### src/rtl/ibex_counter_bank.sv
// Bank of independent event counters with 32-bit windowed writes, a shadow
// snapshot of every channel, and sticky overflow flags feeding one interrupt.
module ibex_counter_bank #(
  parameter int NumCounters  = 4,
  parameter int CounterWidth = 40,
  parameter bit OvfIrqEn     = 1'b1,
  localparam int IdxW        = (NumCounters > 1) ? $clog2(NumCounters) : 1
) (
  input  logic                   clk_i,
  input  logic                   rst_ni,
  input  logic [NumCounters-1:0] event_i,
  input  logic [NumCounters-1:0] inhibit_i,
  input  logic [IdxW-1:0]        sel_i,
  input  logic                   we_lo_i,
  input  logic                   we_hi_i,
  input  logic [31:0]            wdata_i,
  input  logic                   snap_i,
  input  logic                   rd_snap_i,
  output logic [63:0]            rdata_o,
  input  logic [NumCounters-1:0] ovf_clr_i,
  output logic [NumCounters-1:0] ovf_o,
  output logic                   irq_o
);

  localparam bit Wide = (CounterWidth > 32);

  logic [NumCounters-1:0][CounterWidth-1:0] cnt_q, cnt_d;
  logic [NumCounters-1:0][CounterWidth-1:0] shadow_q;
  logic [NumCounters-1:0]                   ovf_q, ovf_d;

  logic sel_valid;
  logic write_en;

  assign sel_valid = (32'(sel_i) < 32'(NumCounters));

  // A high-half write only exists when there are implemented bits above 31;
  // on narrow counters it is a no-op and also masks a simultaneous low write.
  assign write_en = (we_hi_i && Wide) || (we_lo_i && !we_hi_i);

  for (genvar g = 0; g < NumCounters; g++) begin : g_ch
    logic [CounterWidth-1:0] lo_val;
    logic [CounterWidth-1:0] hi_val;
    logic                    wr;
    logic                    inc;
    logic                    wrap;

    if (Wide) begin : g_wide
      assign lo_val = {cnt_q[g][CounterWidth-1:32], wdata_i};
      assign hi_val = {wdata_i[CounterWidth-33:0], cnt_q[g][31:0]};
    end else begin : g_narrow
      assign lo_val = wdata_i[CounterWidth-1:0];
      assign hi_val = cnt_q[g];
    end

    assign wr   = write_en && sel_valid && (sel_i == IdxW'(g));
    assign inc  = event_i[g] && !inhibit_i[g] && !wr;
    assign wrap = inc && (&cnt_q[g]);

    assign cnt_d[g] = wr  ? ((we_hi_i && Wide) ? hi_val : lo_val) :
                      inc ? cnt_q[g] + CounterWidth'(1) :
                            cnt_q[g];

    // A wrap on the same edge as a clear keeps the flag set.
    assign ovf_d[g] = wrap || (ovf_q[g] && !ovf_clr_i[g]);
  end

  always_ff @(posedge clk_i or negedge rst_ni) begin
    if (!rst_ni) begin
      cnt_q    <= '0;
      shadow_q <= '0;
      ovf_q    <= '0;
    end else begin
      cnt_q <= cnt_d;
      ovf_q <= ovf_d;
      if (snap_i) begin
        shadow_q <= cnt_q;
      end
    end
  end

  logic [CounterWidth-1:0] rd_val;

  always_comb begin
    rd_val = '0;
    for (int i = 0; i < NumCounters; i++) begin
      if (sel_i == IdxW'(i)) begin
        rd_val = rd_snap_i ? shadow_q[i] : cnt_q[i];
      end
    end
  end

  assign rdata_o = sel_valid ? 64'(rd_val) : 64'd0;
  assign ovf_o   = ovf_q;
  assign irq_o   = OvfIrqEn ? (|ovf_q) : 1'b0;

  logic unused_wdata;
  assign unused_wdata = ^wdata_i;

endmodule

### config.mk
export PLATFORM = sky130hd
export DESIGN_NAME = ibex_counter_bank
export DESIGN_NICKNAME = d
export VERILOG_FILES = /design/src/rtl/ibex_counter_bank.sv
export SDC_FILE = /design/constraint.sdc
export NUM_CORES = 1
export LEC_CHECK = 0
export BUFFER_PORTS_ARGS = -buffer_cell sky130_fd_sc_hd__buf_2
export CORE_MARGIN = 4
export CORE_UTILIZATION = 35
export DETAILED_ROUTE_END_ITERATION = 8
export GPL_TIMING_DRIVEN = 0
export PLACE_DENSITY = 0.52
export SYNTH_ARGS = -nofsm -noshare
export SYNTH_HDL_FRONTEND = slang
export SYNTH_SLANG_ARGS = --single-unit
### constraint.sdc
create_clock -name clk_i -period 5.7 [get_ports clk_i]
set_clock_uncertainty 0.1 [all_clocks]
set_input_delay 0.285 -clock clk_i [delete_from_list [all_inputs] [get_ports clk_i]]
set_output_delay 0.285 -clock clk_i [all_outputs]
set_load 0.02 [all_outputs]
## Word-level counts from Yosys, hierarchy flattened

Index checks and enable logic that the tools add are counted.

| cells by class | value |
|---|---|
| reduce and logical (&&, ||, !) cells | 57 |
| mux-type cells | 17 |
| multipliers | 0 |
| equal/unequal tests | 11 |
| $lt $le $gt $ge | 0 |
| divide/modulo/power cells | 0 |
| shift-type cells | 0 |
| bitwise operators | 0 |
| $add $sub $neg | 4 |

Operators with widths:

| operator | number |
|---|---|
| two-way mux 40 bit | 17 |
| adder 40 x 1 -> 40 bit (second input constant) | 4 |
| AND reduction 40 bit | 4 |
| logical AND 1 bit | 21 |
| inequality test 2 bit (second input constant) | 8 |
| AND reduction 2 bit | 8 |
| zero test 1 bit | 13 |
| nonzero test 2 bit | 4 |
| logical OR 1 bit | 5 |
| equality test 2 bit (second input constant) | 2 |
| OR reduction 4 bit | 1 |
| equality test 2 x 1 -> 1 bit (second input constant) | 1 |
| zero test 2 bit | 1 |

| storage, ports and cells | value |
|---|---|
| input bits | 52 |
| output and inout bits | 69 |
| bits in writable memories | 0 |
| word-level logic and storage cells | 102 |
| memories | 0 |
| latch bits | 0 |
| register bits after elaboration | 324 |
| ROM bits | 0 |

## Depth between registers and ports, before layout

| logic depth | value |
|---|---|
| depth in word-level cells | 8 |
| mapped depth | 9 |

## Worst setup path before layout

No wires, ideal clock.

| path | value |
|---|---|
| path kind | input to output |
| start point | in rd_snap_i |
| end point | out rdata_o[5] |
| required time | 5315 ps |
| path buffers | 2 |
| stages on the path | 4 |
| data arrival time | 1979 ps |
| slack | 3336 ps |
| cell sequence | buf_2 > buf_1 > mux4_1 > mux2_2 |

| between the ends | value |
|---|---|
| longest elaborated chain between the ends | 5 |
| elaborated cells between the ends (all ways) | 8 |
| classes of those cells | mux (8) |

Ends and longest elaborated chain:

| what | line | source |
|---|---|---|
| start, declared | 18 | `input logic rd_snap_i,` |
| two-way mux 40 bit | 87 | `rd_val = rd_snap_i ? shadow_q[i] : cnt_q[i];` |
| two-way mux 40 bit (3 in a row) | 86 | `if (sel_i == IdxW'(i)) begin` |
| two-way mux 40 bit (*) | 86 |  |
| end, declared | 19 | `output logic [63:0] rdata_o,` |

Every way passes the cells marked *; elsewhere a longest branch is shown, timed or not.

## Final worst setup path

| path | value |
|---|---|
| start point | in sel_i[0] |
| end point | out rdata_o[23] |

| between the ends | value |
|---|---|
| longest elaborated chain between the ends | 5 |
| elaborated cells between the ends (all ways) | 8 |
| classes of those cells | eq/ne (3); mux (4); reduce/logical (1) |

Ends and longest elaborated chain:

| what | line | source |
|---|---|---|
| start, declared | 13 | `input logic [IdxW-1:0] sel_i,` |
| zero test 2 bit | 86 |  |
| two-way mux 40 bit (3 in a row) | 86 |  |
| two-way mux 40 bit (*) | 86 |  |

Marked as above.

==> impl_metrics.json <==
{
  "drc_errors": 0,
  "grt_max_degree": 108,
  "drt_iter0_drc": 1895,
  "antenna_found_initial": 2,
  "cts_buffer_depth": 3,
  "ir_drop_mv": 0.188,
  "cp_max_fo": 10,
  "rows": 84,
  "post-dp-hpwl_mm": 55.5,
  "relSlewSlack": -0.0197,
  "hold_viol": 0,
  "cp_cell_sequence": "buf_2 -> clkbuf_1 -> clkbuf_1 -> buf_1 -> mux4_2 -> mux2_2 -> buf_2",
  "failed_checks": "capacitance limit, slew limit",
  "period_share": 0.654,
  "place_inst": 2563,
  "power_uw": 7990,
  "hold_buffers": 26,
  "layout.nets": 2000,
  "fmax_mhz": 268,
  "drt_pass1_iterations": 7,
  "wl_per_cell_um": 28.9,
  "run_status": "finished, violations left",
  "cts_sinks": 324,
  "core_mm2": 0.0526,
  "synth_edf_count": 0,
  "ys_ff_latch": 324,
  "die_area_mm2": 0.0567,
  "synth-seq-area-share": 0.437,
  "grt_use_total": 0.266,
  "cellLeakagePower_uw": 0.00859,
  "drv_slew": 7,
  "synth.avg_cell_area_um2": 10.6,
  "grt_pass1_vias": 15771,
  "routed_wl_mm": 76.7,
  "diodes": 0,
  "io_pins": 121,
  "multiInputGateArea_mm2": 0.00980,
  "seq_area_mm2": 0.00811,
  "instances_no_fill": 2659,
  "cts_root_buffer": "clkbuf_16",
  "cp.arrival_ns": 3.34,
  "synthFlopType": "dfrtp_1",
  "async_reset_ff_frac": 1.00,
  "ys_types": 76,
  "setup_tns_ns": 0,
  "insertion_delay_ns": 0.57,
  "via_count": 16493,
  "syn_to_final_growth_pct": 16.5,
  "h-tree-depth": 2,
  "yosys_warnings": 0,
  "io_buffers": 91,
  "clkSlewWorstSetupHoldPaths_ns": 0.06,
  "grt_pass1_wl_mm": 111,
  "grt_setup_unrepaired": "no",
  "routabilityCongestion": 0.953,
  "max_cap_viol_count": 1,
  "grt_overflow_total": 0,
  "finalSetupViolCount": 0,
  "setup.worst_path.end_class": "output pin",
  "p_per_area_mw_per_mm2": 370,
  "mappedNetlistArea_mm2": 0.0186,
  "cts_tree": "done",
  "die_h_um": 238,
  "die_w_um": 238,
  "hold_path.class": "in -> reg",
  "cp-start-kind": "input port",
  "worstMarginPinSlew_ns": 1.52,
  "cts_buffers": 40,
  "vias_per_cell": 6.20,
  "ant_nets": 0,
  "start_util": 0.353,
  "required_ns": 5.32,
  "period_needed_ns": 3.73,
  "cp_slowest_cell": "buf_1",
  "worstSetupPathType": "in -> out",
  "fill_cells": 5119,
  "cts_resized": 0,
  "syn-instance-count": 1758,
  "post_cts_buffers": 0,
  "fin_util": 0.411,
  "critPathMaxStageDelay_ns": 1.02,
  "layout-drive-gt1-share": 0.249
}
## critical path, delay by kind of cell
kind	cells	cell delay [ns]
buf+inv	5	2.31
mux	2	0.71
## kinds of logic after synthesis
kind of cell / synth area share
adder cells (fa/ha/maj): 0.00270
AND/OR/NAND/NOR: 0.170
multiplexers: 0.220
XOR/XNOR: 0.00236
other: 0.000202
buffers and inverters: 0.0391
flip-flops: 0.437
AO/OA/AOI/OAI: 0.128
## through the flow
stage / instance area, um2 / hold slack (ns) / worst slack (ns)
final: 21600 / 0.0258 / 1.97
after detailed placement: 20000 / 0.339 / 1.89
after global placement: 20000 / 0.366 / -2.48
after CTS: 21600 / 0.00106 / 1.91
after global routing: 21600 / 0.0203 / 1.90
after floorplan: 18600 / -0.111 / 3.34
## power by group
part	internal [uW]	total (uW)	switching, uW	leakage, uW
logic	923	1920	996	0.00414
registers	2840	3470	637	0.00380
clock network	1550	2600	1050	0.000647
total	5310	7990	2680	0.00859
## cell usage after synthesis, types with 34 or more instances
| library cell | count | area share |
|---|---|---|
| nand2_1 | 186 | 0.038 |
| mux2_2 | 200 | 0.12 |
| clkbuf_1 | 93 | 0.019 |
| nand4_1 | 45 | 0.015 |
| and3_1 | 35 | 0.012 |
| nor2_1 | 80 | 0.016 |
| o21ai_0 | 83 | 0.022 |
| dfrtp_1 | 324 | 0.44 |
| o211ai_1 | 34 | 0.014 |
| nand3_1 | 122 | 0.033 |
| mux4_2 | 79 | 0.096 |
| a21oi_1 | 80 | 0.022 |
## worst paths after layout
check	start	slack, ns	to	cells past startpoint
min in group asynchronous	rst_ni	0.29	shadow_q[53]	2
hold / removal	wdata_i[25]	0.03	cnt_q[65]	2
setup / recovery	sel_i[0]	1.97	rdata_o[23]	7
hold reg to reg	shadow_q[69]	0.40	shadow_q[69]	1
setup reg to reg	cnt_q[80]	2.16	cnt_q[116]	8
max in group asynchronous	rst_ni	3.84	shadow_q[35]	4
## area by class of cell
cell class	count	area share
plain buffers	149	0.0310
clock buffers	58	0.0541
clock inverters	11	0.00602
inverters	16	0.00278
multi-input cells	1292	0.454
flip-flops and latches	324	0.375
well taps	688	0.0398
repair buffers	121	0.0376
## metal layers
metal / up-vias / GRT usage / share of wire / wire length, um
met2: 861 / 0.407 / 0.45 / 34300
met1: 8432 / 0.372 / 0.42 / 32300
met3: 192 / 0.0525 / 0.087 / 6680
li1: 7008 / - / - / -
met5: - / 0 / 0 / 0
met4: 0 / 0.106 / 0.046 / 3490
## sequential cells by signal (all words and copies together), names as in the netlist
signal / cells
shadow_q: 160
ovf_o: 4
cnt_q: 160
## placed cells by master, fill, tap and decap left out, drive strengths merged, types with 14 or more instances in the layout
| cell | instances |
|---|---|
| dfrtp | 324 |
| mux2 | 200 |
| nand2 | 186 |
| clkbuf | 152 |
| buf | 150 |
| nand3 | 122 |
| o21ai | 88 |
| nor2 | 81 |
| a21oi | 80 |
| mux4 | 80 |
| nand4 | 46 |
| and3 | 35 |
| o211ai | 35 |
| o311ai | 29 |
| dlygate4sd3 | 26 |
| nor2b | 25 |
| nor3 | 25 |
| conb | 24 |
| a31oi | 22 |
| a22oi | 22 |
| and2 | 19 |
| o22ai | 18 |
| nor4 | 17 |
| a221o | 16 |
| inv | 16 |
| and4 | 14 |
(Power assumes the default switching activity.)
